File: src/rtl/arbiter_pkg.sv
// arbiter_pkg: pointer-width helper and default occupancy type shared by the arbiter blocks and their benches
package arbiter_pkg;
  localparam int DEF_DEPTH = 4;
  function automatic int ptr_w(input int depth);
    return $clog2(depth);
  endfunction
  typedef logic [ptr_w(DEF_DEPTH):0] count_t;
endpackage

File: src/rtl/arbiter_buf_mem.sv
// arbiter_buf_mem: DEPTH x DWIDTH register file, one write port, one async read port, no reset
module arbiter_buf_mem
  import arbiter_pkg::*;
#(
  parameter int DWIDTH = 16,
  parameter int DEPTH  = 4
) (
  input  logic                      clk,
  input  logic                      we,
  input  logic [ptr_w(DEPTH)-1:0]   waddr,
  input  logic [DWIDTH-1:0]         wdata,
  input  logic [ptr_w(DEPTH)-1:0]   raddr,
  output logic [DWIDTH-1:0]         rdata
);
  logic [DWIDTH-1:0] r_mem [DEPTH];
  always_ff @(posedge clk) begin
    if (we) r_mem[waddr] <= wdata;
  end
  assign rdata = r_mem[raddr];
endmodule

File: src/rtl/arbiter_out_buffer.sv
// arbiter_out_buffer: elastic FIFO after the arbiter, generating its priority-rotation pulse.
// Optional ARBITER_OUT_BUFFER_STATS_EN adds push counter and occupancy high-water mark.
module arbiter_out_buffer
  import arbiter_pkg::*;
#(
  parameter int DWIDTH       = 16,
  parameter int DEPTH        = 4,
  parameter int SHIFT_PERIOD = 1
) (
  input  logic                    clk,
  input  logic                    rst,
  input  logic                    in_valid,
  input  logic [DWIDTH-1:0]       in_data,
  output logic                    in_ready,
  output logic                    shift,
  output logic                    out_valid,
  output logic [DWIDTH-1:0]       out_data,
  input  logic                    out_ready,
`ifdef ARBITER_OUT_BUFFER_STATS_EN
  output logic [31:0]             stat_pushes,
  output logic [ptr_w(DEPTH):0]   stat_max_count,
`endif
  output logic [ptr_w(DEPTH):0]   count
);
  localparam int PW  = ptr_w(DEPTH);
  localparam int CW  = PW + 1;
  localparam int SCW = SHIFT_PERIOD > 1 ? $clog2(SHIFT_PERIOD) : 1;
  localparam logic [SCW-1:0] SLAST = SCW'(SHIFT_PERIOD - 1);
  logic [PW-1:0]     r_wr_ptr, r_rd_ptr;
  logic [CW-1:0]     r_count;
  logic [SCW-1:0]    r_shift_cnt;
  logic              w_push, w_pop;
  logic [DWIDTH-1:0] w_rdata;
  // ready depends only on registered occupancy, keeping the arbiter free of consumer paths
  assign in_ready  = r_count != CW'(DEPTH);
  assign out_valid = r_count != '0;
  assign w_push    = in_valid & in_ready;
  assign w_pop     = out_valid & out_ready;
  assign shift     = w_push & (r_shift_cnt == SLAST);
  assign out_data  = out_valid ? w_rdata : '0;
  assign count     = r_count;
  always_ff @(posedge clk) begin
    if (rst) begin
      r_wr_ptr    <= '0;
      r_rd_ptr    <= '0;
      r_count     <= '0;
      r_shift_cnt <= '0;
    end else begin
      r_wr_ptr    <= r_wr_ptr + PW'(w_push);
      r_rd_ptr    <= r_rd_ptr + PW'(w_pop);
      r_count     <= r_count + CW'(w_push) - CW'(w_pop);
      r_shift_cnt <= !w_push ? r_shift_cnt : (r_shift_cnt == SLAST) ? '0 : r_shift_cnt + 1'b1;
    end
  end
  arbiter_buf_mem #(.DWIDTH(DWIDTH), .DEPTH(DEPTH)) u_mem (
    .clk   (clk),
    .we    (w_push & ~rst),
    .waddr (r_wr_ptr),
    .wdata (in_data),
    .raddr (r_rd_ptr),
    .rdata (w_rdata)
  );
`ifdef ARBITER_OUT_BUFFER_STATS_EN
  logic [31:0]   r_stat_pushes;
  logic [CW-1:0] r_stat_max;
  always_ff @(posedge clk) begin
    if (rst) begin
      r_stat_pushes <= '0;
      r_stat_max    <= '0;
    end else begin
      r_stat_pushes <= (w_push && r_stat_pushes != '1) ? r_stat_pushes + 1'b1 : r_stat_pushes;
      r_stat_max    <= (r_count > r_stat_max) ? r_count : r_stat_max;
    end
  end
  assign stat_pushes    = r_stat_pushes;
  assign stat_max_count = r_stat_max;
`endif
endmodule

File: config.mk
export PLATFORM = sky130hd
export DESIGN_NAME = arbiter_out_buffer
export DESIGN_NICKNAME = d
export VERILOG_FILES = /design/src/rtl/arbiter_pkg.sv /design/src/rtl/arbiter_buf_mem.sv /design/src/rtl/arbiter_out_buffer.sv
export SDC_FILE = /design/constraint.sdc
export NUM_CORES = 1
export LEC_CHECK = 0
export BUFFER_PORTS_ARGS = -buffer_cell sky130_fd_sc_hd__buf_2
export CAP_MARGIN = 20
export CORE_ASPECT_RATIO = 1.5
export CORE_UTILIZATION = 32
export CTS_CLUSTER_DIAMETER = 120
export CTS_CLUSTER_SIZE = 14
export DETAILED_ROUTE_END_ITERATION = 16
export PLACE_DENSITY = 0.49
export SLEW_MARGIN = 15
export SYNTH_ARGS = -nofsm -noshare
export SYNTH_HDL_FRONTEND = slang
export SYNTH_HIERARCHICAL = 1
export SYNTH_SLANG_ARGS = --single-unit
File: constraint.sdc
create_clock -name clk -period 2.8 [get_ports clk]
set_input_delay 0.56 -clock clk [delete_from_list [all_inputs] [get_ports clk]]
set_output_delay 0.56 -clock clk [all_outputs]
set_load 0.1 [all_outputs]
Word-level counts from Yosys, hierarchy flattened. Memory sizes are Yosys's and may differ from the RTL's. A register that Yosys moved wholly into a read port is not among the register bits. Cells that the tools add are included.

Add/subtract/negate cells: 5. Eq/ne operators: 1. Multiplexer cells: 5. Bitwise gates (word level): 6. Reduce and logical (&&, ||, !) cells: 1.

Operators by type and width (number): 2-to-1 mux 16 bit (1); adder 2 x 1 -> 2 bit (2); AND 1 bit (4); adder 3 x 1 -> 3 bit (1); 2-to-1 mux 1 bit (3); inequality test 3 bit, second input constant (1); nonzero test 3 bit (1); subtractor 3 x 1 -> 3 bit (1); 2-to-1 mux 2 bit (1); NOT 1 bit (2); adder 1 bit, second input constant (1).

Flip-flop bits (word level): 8. Bits in writable memories: 64. Input port bits: 20. Output and inout bits: 22. Memories: 1.

Memories: u_mem.r_mem (words 4, width 16, read ports 1, clocked after Yosys merged registers in 1, write ports 1, line arbiter_buf_mem.sv:15) `logic [DWIDTH-1:0] r_mem [DEPTH];`.

Logic depth before layout (Yosys ltp).
Depth in word-level cells: 5. Gate-level depth with buffers: 8. Depth with buffers taken out: 8.

Hierarchy. Netlist, hierarchy kept.

By module, submodules not included: arbiter_buf_mem (times used 1, cells each 88, area each 2377.3 um^2); arbiter_out_buffer (times used 1, cells each 50, area each 481.7 um^2).

Least setup slack after synthesis. OpenSTA, ideal clock, no wires.

Kind: reg2reg. Start point: reg r_count[1] (netlist: count[1]). End point: mem u_mem.r_mem[0][0] (enable). Library setup time: 0.413 ns. Arrival: 3.125 ns. Data required time: 2.387 ns. Slack: -0.738 ns. Cell stages (with the launch flop): 5. Buffers on the path: 0. Cells stage by stage: dfxtp_1 > or3b_4 > nand2_1 > nor2_1 > nor3b_1.

Longest elaborated chain between the ends: 5.

RTL lines: start: declaration (line arbiter_out_buffer.sv:30) `logic [CW-1:0] r_count;`; start signal: assignment (line arbiter_out_buffer.sv:51) `r_count <= r_count + CW'(w_push) - CW'(w_pop);`; inequality test 3 bit (line arbiter_out_buffer.sv:35) `assign in_ready = r_count != CW'(DEPTH);`; named net in_ready (line arbiter_out_buffer.sv:14) `output logic in_ready,`; AND 1 bit (line arbiter_out_buffer.sv:37) `assign w_push = in_valid & in_ready;`; AND 1 bit (line arbiter_out_buffer.sv:57) `.we (w_push & ~rst),`; 2-to-1 mux 1 bit (line arbiter_buf_mem.sv:17) `if (we) r_mem[waddr] <= wdata;`; 2-to-1 mux 1 bit (implied by the code) (line arbiter_buf_mem.sv:17); end: declaration (line arbiter_buf_mem.sv:15).

The timed path passes the listed nets, and every way through them passes these cells.

Worst setup path in the final report.
Start point: reg r_count[1] (netlist: count[1]). End point: out out_data[4].

Longest elaborated chain between the ends: 2.

RTL lines: nonzero test 3 bit (line arbiter_out_buffer.sv:36) `assign out_valid = r_count != '0;`; 2-to-1 mux 16 bit (line arbiter_out_buffer.sv:40) `assign out_data = out_valid ? w_rdata : '0;`; end: declaration (line arbiter_out_buffer.sv:17) `output logic [DWIDTH-1:0] out_data,`.

Every way passes these cells.

==> impl_metrics.py <==
metrics = {
    "final_layout": {
        "num_antenna_cells": 0,
        "nNetsFinal": 213,
        "syn_to_final_growth_pct": 20.52,
        "fillers": 808,
        "drive_gt1_share_pct": 45.36,
    },
    "route": {
        "antenna_left": 0,
        "drc": 0,
        "viasPerCell": 4.664,
        "wl_per_cell_um": 16.14,
        "totalWireLength_um": 4857,
        "vias": 1404,
        "dr.pass1.iters": 4,
        "drt-initial-drc-count": 62,
    },
    "sta": {
        "clock_skew_ns": 0.007175,
        "fmax_ghz": 0.3891,
        "rsz0062_at_grt": "no",
        "slew_headroom_pct": 52.39,
        "timing.hold.ws_ns": 0.4568,
        "fin_tns_setup_ns": 0,
        "maxSlewViolCount": 0,
        "setup_viol": 0,
        "timing.final.crit_share_pct": 91.78,
        "finalWorstPathRequiredPeriod_ns": 2.570,
        "final_hold_viol_count": 0,
        "worst_pin_slew_ns": 0.7141,
    },
    "clock_network": {
        "post_cts_buffers": 0,
        "cts_tree": "built",
        "cts_root_buffer": "clkbuf_16",
        "cts.htree.levels": 3,
        "clock_sinks": 71,
        "postCtsResizedCells": 0,
        "clock_path_buffers": 2,
        "clk_pin_slew_worst_paths_ns": 0.05,
        "cts_buffers": 9,
        "holdBufCountCts": 0,
        "clk_latency_ns": 0.32,
    },
    "synth": {
        "syn_area_mm2": 0.002859,
        "synth_ff_type": "edfxtp_1",
        "synth.net_count": 161,
        "yosys.area.top_type": "edfxtp_1",
        "synthTopCellsByCount": "edfxtp_1 (64), mux4_2 (10), and2_2 (8), and2_4 (8), dfxtp_1 (7)",
        "yosys_warnings": 6,
        "synth.area.top_cells": "edfxtp_1 (67%), mux4_2 (7.9%), mux4_1 (5.5%)",
        "yosysTopAreaCellShare_pct": 67.22,
        "synth_edf_count": 64,
        "async_flop_share_pct": 0,
        "synth_top_family_by_area": "multiplexers",
        "synthMuxAreaShare_pct": 13.39,
        "synthXorXnorAreaFrac_pct": 1.838,
        "synth_compound_area_share_pct": 0.5689,
        "synth_cell_types": 26,
        "synthSimpleGateAreaFrac_pct": 7.877,
        "synth_most_common_cell": "edfxtp_1",
        "syn_avg_cell_area_um2": 20.72,
        "synthAdderAreaFrac_pct": 1.575,
        "synth_seq_cells": 71,
        "syn_inst": 138,
        "yosysSeqAreaShare_pct": 72.12,
    },
    "die": {
        "placeableCoreArea_mm2": 0.008516,
        "num_rows": 41,
        "io-pin-count": 42,
        "die_h_um": 117.8,
        "die_area_mm2": 0.009324,
        "initial_core_util_pct": 33.57,
        "die_x_um": 79.18,
    },
    "global_routing": {
        "gr-total-overflow": 0,
        "grt_use_total_pct": 11.91,
        "antenna_found_initial": 0,
        "grt_pass1_vias": 1525,
        "grt_pass1_wl_um": 7852,
        "grt_max_degree": 19,
    },
    "worst_setup_path": {
        "cp.required_ns": 2.24,
        "crit_type": "register to output port",
        "startpoint_type": "register",
        "cp_cell_sequence": "or3_1 > and2_2 > buf_2",
        "cp_slowest_cell": "or3_1",
        "arrival_ns": 2.01,
        "end_kind": "output port",
        "crit_path_max_incr_delay_ns": 0.60,
        "crit_fanout": 18,
    },
    "worst_hold_path": {
        "hold_class": "primary input to register",
    },
    "outcome": {
        "status": "completed",
    },
    "placed_design": {
        "io_buffers": 41,
        "gp_congestion": 0.7510,
    },
    "flow_run": {
        "max_cap_viol_count": 0,
    },
}
==> cell families after synthesis <==
| family | count (synthesis) |
|---|---|
| adder cells (fa/ha/maj) | 3 |
| AND/OR/NAND/NOR | 32 |
| multiplexers | 16 |
| XOR/XNOR | 6 |
| AO/OA/AOI/OAI | 2 |
| flip-flops | 71 |
| buffers and inverters | 8 |
==> registers in the layout, indices dropped and copies added (netlist names) <==
signal       cells
u_mem/r_mem     64
count            3
r_rd_ptr         2
r_wr_ptr         2
==> metrics by stage <==
stage	util [%]	setup WS, ns	instance area [um2]	instances
floorplan	-	0.1959	2868	138
global placement	37.54	0.5588	3197	286
detailed placement	37.54	0.5362	3197	286
CTS	40.46	0.1808	3446	301
global route	40.46	0.1299	3446	301
finish	40.46	0.2302	3446	301
==> critical path, delay by kind of cell (launching register included) <==
kind / cells / cell delay (ns)
AND/OR/NAND/NOR: 2 / 0.87
buffers and inverters: 1 / 0.42
flip-flops: 1 / 0.40
==> worst paths after layout <==
| check | start | endpoint | slack (ns) | depth (start not counted) |
|---|---|---|---|---|
| min reg2reg | r_rd_ptr[1] | r_rd_ptr[1] | 0.52 | 2 |
| min | in_data[11] | u_mem/r_mem[2][11] | 0.46 | 1 |
| max reg2reg | count[1] | count[2] | 0.61 | 6 |
| max | count[1] | out_data[4] | 0.23 | 3 |
==> per-layer routing <==
metal / part of all wire [%] / track usage (%) / vias up
met5: 0 / 0 / -
met4: 2.0 / 6.136 / 0
met3: 4.8 / 3.333 / 9
met2: 53 / 19.99 / 41
met1: 40 / 13.53 / 706
li1: - / - / 648
==> cell type report <==
type	instances	area, um2	area share (%)
Sequential cell	71	2066	59.95
Multi-Input combinational cell	59	726.9	21.10
Timing Repair Buffer	47	262.8	7.625
Clock buffer	13	240.2	6.972
Tap cell	107	133.9	3.885
Clock inverter	2	8.758	0.2542
Inverter	2	7.507	0.2179
==> cell usage in the layout (no fill, tap or decap), drive strengths merged <==
cell type,synthesis,final
nand3,1,1
inv,2,2
xnor2,3,3
nand2,1,1
xor2,3,3
buf,6,47
edfxtp,64,64
and2,16,16
o31ai,1,1
or3b,1,1
clkbuf,0,13
and3b,2,2
nor2,5,5
clkinv,0,2
nor2b,3,3
fa,1,1
ha,2,2
mux4,16,16
or3,1,1
and3,1,1
o311ai,1,1
nor3b,1,1
dfxtp,7,7
Power is not shown: default switching activity piles up to over one toggle a cycle in this logic, so the estimate is an artifact.
